File: config.mk
export PLATFORM = sky130hd
export DESIGN_NAME = mbledhesi_serial_imm
export DESIGN_NICKNAME = d
export VERILOG_FILES = /design/src/rtl/mbledhesi_serial_imm.sv
export SDC_FILE = /design/constraint.sdc
export NUM_CORES = 1
export LEC_CHECK = 0
export ABC_AREA = 1
export BUFFER_PORTS_ARGS = -buffer_cell sky130_fd_sc_hd__buf_4
export CORE_MARGIN = 4
export CORE_UTILIZATION = 40
export DETAILED_ROUTE_END_ITERATION = 10
export GPL_ROUTABILITY_DRIVEN = 0
export SYNTH_ARGS = -nofsm -noshare
export SYNTH_HDL_FRONTEND = slang
export SYNTH_SLANG_ARGS = --single-unit
export TNS_END_PERCENT = 10
File: constraint.sdc
create_clock -name clk -period 1.2 [get_ports clk]
set_input_delay 0.24 -clock clk [delete_from_list [all_inputs] [get_ports clk]]
set_output_delay 0.24 -clock clk [all_outputs]
set_load 0.02 [all_outputs]
File: src/rtl/mbledhesi_serial_imm.sv
// Digit-serial add/subtract unit for register-immediate ALU ops.
// Each RUN cycle adds DIGIT bits of rs and immediate plus a registered carry
// and shifts the partial result in from the MSB side. After WIDTH/DIGIT
// cycles the result is published to the output registers.
module mbledhesi_serial_imm #(
    parameter int unsigned WIDTH = 16,
    parameter int unsigned DIGIT = 1
) (
    input  logic             clk,
    input  logic             rst_n,
    input  logic             start,
    input  logic             sub,
    input  logic [WIDTH-1:0] rs,
    input  logic [WIDTH-1:0] immediate,
    input  logic             cin,
    output logic             ready,
    output logic             busy,
    output logic             done,
    output logic [WIDTH-1:0] sum,
    output logic             cout,
    output logic             overflow,
    output logic             zero
);

    localparam int unsigned N  = WIDTH / DIGIT;
    localparam int unsigned CW = (N > 1) ? $clog2(N) : 1;

    if (WIDTH % DIGIT != 0) begin : g_bad_digit
        $error("mbledhesi_serial_imm: DIGIT must divide WIDTH");
    end

    typedef enum logic [1:0] {StIdle, StRun, StDone} state_e;

    state_e            state_q, state_d;
    logic [WIDTH-1:0]  a_q, b_q, res_q;
    logic              carry_q;
    logic [CW-1:0]     cnt_q;
    logic [WIDTH-1:0]  sum_q;
    logic              cout_q, ovf_q, zero_q;

    logic [DIGIT-1:0]  dsum;
    logic [DIGIT:0]    c;
    logic [WIDTH-1:0]  res_next;
    logic              last;
    logic              accept;

    // Ripple chain of DIGIT full-adder cells over the operand LSBs
    always_comb begin
        c[0] = carry_q;
        dsum = '0;
        for (int i = 0; i < int'(DIGIT); i++) begin
            dsum[i]  = a_q[i] ^ b_q[i] ^ c[i];
            c[i+1]   = (a_q[i] & b_q[i]) | (c[i] & (a_q[i] ^ b_q[i]));
        end
    end

    // New digit enters at the MSB side so the result ends LSB-aligned
    assign res_next = (res_q >> DIGIT) | (WIDTH'(dsum) << (WIDTH - DIGIT));
    assign last     = (cnt_q == CW'(N - 1));
    assign ready    = (state_q != StRun);
    assign busy     = (state_q == StRun);
    assign done     = (state_q == StDone);
    assign accept   = ready && start;

    assign sum      = sum_q;
    assign cout     = cout_q;
    assign overflow = ovf_q;
    assign zero     = zero_q;

    // Next-state logic: IDLE -> RUN -> DONE, DONE may restart directly
    always_comb begin
        state_d = state_q;
        unique case (state_q)
            StIdle:  if (start) state_d = StRun;
            StRun:   if (last) state_d = StDone;
            StDone:  state_d = start ? StRun : StIdle;
            default: state_d = StIdle;
        endcase
    end

    // State register
    always_ff @(posedge clk or negedge rst_n) begin
        if (!rst_n) begin
            state_q <= StIdle;
        end else begin
            state_q <= state_d;
        end
    end

    // Operand latch, digit shifting and result publication
    always_ff @(posedge clk or negedge rst_n) begin
        if (!rst_n) begin
            a_q     <= '0;
            b_q     <= '0;
            res_q   <= '0;
            carry_q <= 1'b0;
            cnt_q   <= '0;
            sum_q   <= '0;
            cout_q  <= 1'b0;
            ovf_q   <= 1'b0;
            zero_q  <= 1'b0;
        end else if (accept) begin
            // Subtract as rs + ~imm + 1
            a_q     <= rs;
            b_q     <= sub ? ~immediate : immediate;
            carry_q <= sub ? 1'b1 : cin;
            cnt_q   <= '0;
            res_q   <= '0;
        end else if (state_q == StRun) begin
            a_q     <= a_q >> DIGIT;
            b_q     <= b_q >> DIGIT;
            res_q   <= res_next;
            carry_q <= c[DIGIT];
            cnt_q   <= cnt_q + CW'(1);
            if (last) begin
                // On the final digit, c[DIGIT-1] is the carry into the MSB
                sum_q  <= res_next;
                cout_q <= c[DIGIT];
                ovf_q  <= c[DIGIT-1] ^ c[DIGIT];
                zero_q <= (res_next == '0);
            end
        end
    end

endmodule

# Word-level counts from Yosys, hierarchy flattened
# Cells that the tools add are included.
[op_classes]
addsub = 1
n_eq_ne = 6
muxes = 16
bitwise_logic = 9
reduce_logical = 6
[op_table]
columns = ["operator", "count"]
rows = [
  ["$mux 16", 7],
  ["$logic_not 16->1", 1],
  ["$not 16->16", 1],
  ["$or 15x16->16", 1],
  ["$mux 4", 2],
  ["$pmux 2 s3", 1],
  ["$add 4x1->4 const B", 1],
  ["$eq 4x4->1 const B", 1],
  ["$mux 1", 4],
  ["$mux 2", 2],
  ["$ne 2x1->1 const B", 2],
  ["$reduce_and 3->1", 1],
  ["$xor 1x1->1", 3],
  ["$and 1x1->1", 2],
  ["$eq 2x1->1 const B", 1],
  ["$eq 2x2->1 const B", 1],
  ["$logic_not 2->1", 1],
  ["$ne 2x2->1 const B", 1],
  ["$reduce_and 2->1", 1],
  ["$reduce_bool 2->1", 1],
  ["$logic_and 1x1->1", 1],
  ["$not 1->1", 1],
  ["$or 1x1->1", 1],
]
[totals]
reg_bits = 74
wordCells = 48

# Logic depth before layout (Yosys ltp)
[depth]
word_depth = 5
mapped_depth = 7

# Worst setup path before layout
# Ideal clock, no wire load.
[synth_path]
path_kind = "register -> register"
startpoint = "reg a_q[0]"
endpoint = "reg zero_q, in the netlist zero"
arrival_ps = 1173
required_time_ps = 1083
setup_slack_ps = -90
path_stages_with_launch = 7
path_buffers = 0
synth_period_minus_slack_ps = 1290
path_cell_list = "dfrtp_1 -> fa_1 -> nor2_1 -> nand2_1 -> nor2_1 -> nand3_1 -> nand2_1"
[synth_between]
elab_chain_len = 4
[synth_rtl]
columns = ["item", "line", "source"]
rows = [
  ["from (decl)", "35", "logic [WIDTH-1:0] a_q, b_q, res_q;"],
  ["from (signal assigned)", "104", "a_q <= rs;"],
  ["from (signal assigned)", "110", "a_q <= a_q >> DIGIT;"],
  ["$xor 1x1->1 (2 in series)", "52", "dsum[i] = a_q[i] ^ b_q[i] ^ c[i];"],
  ["net dsum", "41", "logic [DIGIT-1:0] dsum;"],
  ["$or 15x16->16", "58", "assign res_next = (res_q >> DIGIT) | (WIDTH'(dsum) << (WIDTH - DIGIT));"],
  ["$logic_not 16->1", "120", "zero_q <= (res_next == '0);"],
  ["to (signal assigned)", "120", ""],
  ["to (decl)", "39", "logic cout_q, ovf_q, zero_q;"],
]
# The timed path passes the listed nets, and every way through them passes these cells.
# A chain may end at the register's enable or synchronous reset.

# Worst setup path after layout
[layout_path]
startpoint = "reg state_q[1]"
endpoint = "out busy"
[layout_between]
elab_chain_len = 1
[layout_rtl]
columns = ["item", "line", "source"]
rows = [
  ["from (decl)", "34", "state_e state_q, state_d;"],
  ["from (signal assigned)", "84", "state_q <= StIdle;"],
  ["from (signal assigned)", "86", "state_q <= state_d;"],
  ["$eq 2x1->1", "61", "assign busy = (state_q == StRun);"],
  ["to (decl)", "17", "output logic busy,"],
]
# Every way passes these cells.

==> metrics.md <==
| Metric | Value |
|---|---|
| Total CTS buffers | `9` |
| WP data arrival | `1.19 ns` |
| Antenna violations before repair | `0` |
| Worst rel slew slack | `around 75%` |
| Diodes inserted | `0` |
| Crit path top cell by count | `buf_6` |
| Worst Path Max Fanout | `2` |
| Worst VDD drop | `1.13 mV` |
| EDFF count, synth | `0` |
| CP Launch Type | `register` |
| Clock net sink count | `73` |
| Starting DRT DRC Count | `124` |
| # rows | `32` |
| Vias in the first global route | `around 2700` |
| Final Critical Period | `approximately 1.4 ns` |
| Initial DRT Pass Iterations | `5` |
| Inst Count DP | `about 530` |
| Worst path bufs/invs | `3` |
| Routed wire per std cell | `between 10 and 15 um` |
| Dpl hpwl | `between 4 and 5 mm` |
| Worst setup path category | `reg -> out` |
| PortBufs | `between 50 and 60` |
| Top-Level Pins | `59` |
| Status | `finished, violations left` |
| Max Clk Rate | `approximately 700 MHz` |
| Final max-slew violation count | `0` |
| Setup Skew | `between 0.008 and 0.009 ns` |
| Clock power share | `about 19%` |
| Combinational share of power | `45.1%` |
| Asr flop ratio synth | `100%` |
| NetSw | `4260 uW` |
| Clock tree root buffer cell | `clkbuf_8` |
| Detail Route Antenna Nets | `0` |
| Largest delay contributor family on the critical path | `flip-flops` |
| Leakage power total | `between 0.002 and 0.0025 uW` |
| Final worst slack | `-0.226 ns` |
| Slowest stage delay, CP | `about 0.4 ns` |
| CORE AREA | `approximately 0.0078 mm^2` |
| Sequential Area | `around 0.0018 mm^2` |
| Syn Area/Cell | `around 9.2 um^2` |
| Area added between synthesis and finish | `38.6%` |
| DP Area | `slightly below 0.004 mm^2` |
| Setup Viol. Count Final | `58` |
| CP required | `between 0.9 and 1 ns` |
| First-pass GRT wire length | `12.6 mm` |
| CP max-delay cell | `dfrtp_1` |
| Synthesized flop and latch total | `73` |
| Switching Share | `37.1%` |
| Hold/Removal Path Class | `in -> reg` |
| Cells after synthesis | `roughly 360` |
| Design area | `roughly 0.0045 mm^2` |
| Synth Cell Area | `around 0.0033 mm^2` |
| Starting density of the core | `between 40% and 50%` |
| CTS tree | `done` |
| Critical path capture point type | `primary output` |
| Post-Syn Nets | `between 300 and 400` |
| Grt total ovfl | `0` |
| Hold Slack | `between 0.1 and 0.15 ns` |
| Seq/Total Area, Yosys | `a little under three fifths` |
| Final period util | `119%` |
| Sequential share of power | `approximately 36%` |
| RSZ-0062 raised after global routing | `true` |
| Largest net degree at the start of global routing | `35` |
| Drt drc | `0` |
| Worst-path clk slew | `~0.08 ns` |
| Vias per std cell | `~4.7` |
| Final #Nets | `488` |
| Top_reg_cell synth | `dfrtp_1` |
| Area of the multi-input gates | `approximately 0.0013 mm^2` |
| DIE WIDTH | `98.3 um` |
| # fillers | `700` |
| GR Util All Layers | `between 15 and 20%` |
| Hold Violations, Final | `0` |
| Clk buf depth | `2` |
| Power density over the cells | `about 2500 mW/mm^2` |
| Htree depth | `3` |
| Die Ht | `between 90 and 100 um` |
| CP cell instances | `buf_6 > nor2_4 > buf_6 > buf_6` |
| Routed WL | `7.40 mm` |
| Die Area | `approximately 0.0097 mm^2` |
| Via count | `roughly 2600` |
| Worst-Margin Slew | `about 0.38 ns` |
| Dpl ws | `-0.147 ns` |
| Share of layout cells above drive strength 1 | `a little under two fifths` |
| Pint | `roughly 7200 uW` |
| Synth Warn # | `0` |
| Skew-Pair Late Insertion Delay | `between 0.3 and 0.4 ns` |
| Synth cell types | `24` |
| Violated checks | `setup timing` |
| Max Cap Viol | `0` |
| Final cell count without fillers | `556` |
[final cells by class]
type	instances	area share [%]
flip-flops and latches	73	40.5
multi-input cells	242	29.6
repair buffers	99	20.1
clock buffers	10	2.82
well taps	102	2.82
inverters	24	2.16
clock inverters	6	2.02
[cell usage in the layout, fill, tap and decap left out, types with 2 or more instances in the layout]
cell type,count
a21oi_1,2
buf_12,8
buf_4,78
buf_6,10
bufinv_16,2
clkbuf_8,9
clkinvlp_4,3
dfrtp_1,72
inv_1,20
inv_2,2
inv_6,2
nand2_1,116
nand2_2,17
nand2_8,2
nand3_1,27
nand3_2,3
nor2_1,10
nor2_2,3
nor2_4,4
o211ai_1,3
o21ai_1,5
o21ai_2,16
o22ai_1,13
xnor2_1,2
xor2_1,15
[registers in the layout, summed over array words and instances, names as in the netlist]
name / count
a_q: 16
b_q: 16
sum: 16
res_q: 15
cnt_q: 4
state_q: 2
carry_q: 1
cout: 1
overflow: 1
zero: 1
[layer usage]
| layer | wire length, um | global-route usage (%) | vias up |
|---|---|---|---|
| met3 | 347 | 4.93 | 11 |
| li1 | - | - | 1313 |
| met1 | 3310 | 19.9 | 1233 |
| met4 | 138 | 6.72 | 0 |
| met5 | 0 | 0 | - |
| met2 | 3600 | 26.8 | 58 |
[through the flow]
step                      utilization [%]  TNS (ns)  total power [uW]
after floorplan                         -    -0.580              6820
after global placement               50.9     -3.29              8440
after detailed placement             50.9     -5.16              8550
after CTS                            56.2     -2.60             11200
after global routing                 57.9    -10.57             12400
final                                57.9     -5.72             11500
[worst paths after layout]
check	endpoint	depth (start not counted)	from	slack, ns
worst max-delay path	busy	4	state_q[1]	-0.23
worst min-delay path	a_q[3]	3	rs[3]	0.10
worst max register to register	b_q[0]	8	state_q[0]	-0.17
worst min register to register	sum[0]	2	sum[0]	0.49
max in group asynchronous	state_q[0]	3	rst_n	0.38
min in group asynchronous	sum[7]	2	rst_n	0.33
[power groups by stage]
stage / Combinational (uW) / Clock, uW / Sequential [uW]
finish: 5180 / 2130 / 4180
global route: 5730 / 2310 / 4310
CTS: 4850 / 2190 / 4160
detailed placement: 4400 / 0 / 4150
global placement: 4320 / 0 / 4120
floorplan: 2370 / 0 / 4460
[tightest hold or removal path: stages]
cell and delay [ns]:
buf_4 0.08, nand2_1 0.04, nand3_1 0.05
[cell families (layout without fill, tap and decap cells)]
logic type               after synthesis  in the layout  share of synthesized area, %
AND/OR/NAND/NOR                      182            183                          23.1
flip-flops                            73             73                          56.0
buffers and inverters                 41            139                          6.64
AO/OA/AOI/OAI                         40             40                          8.64
XOR/XNOR                              17             17                          4.57
adder cells (fa/ha/maj)                2              2                         0.998
[synth_stat cells (2+ instances only)]
| cell | number | area, um^2 |
|---|---|---|
| nand2_1 | 131 | 492 |
| dfrtp_1 | 73 | 1830 |
| nand3_1 | 30 | 150 |
| inv_1 | 20 | 75.1 |
| o21ai_2 | 15 | 131 |
| xor2_1 | 15 | 131 |
| nor2_1 | 14 | 52.6 |
| o22ai_1 | 14 | 87.6 |
| buf_2 | 9 | 45.0 |
| buf_6 | 5 | 56.3 |
| o21ai_0 | 4 | 20.0 |
| buf_4 | 3 | 22.5 |
| inv_2 | 3 | 11.3 |
| nand2_2 | 3 | 18.8 |
| o211ai_1 | 3 | 22.5 |
| a21oi_1 | 2 | 10.0 |
| nor2_4 | 2 | 22.5 |
| o21ai_1 | 2 | 10.0 |
| xnor2_1 | 2 | 17.5 |
[repair_timing]
action / in CTS / in global routing
setup endpoints to repair: 70 / 74
hold buffers: 1 / 0
endpoints found under the hold margin: 20 / 0
pin swaps: 5 / 11
gates resized for setup: 36 / 21
buffers inserted: 6 / 5
gates cloned: 2 / 1
(Power assumes the default switching activity.)
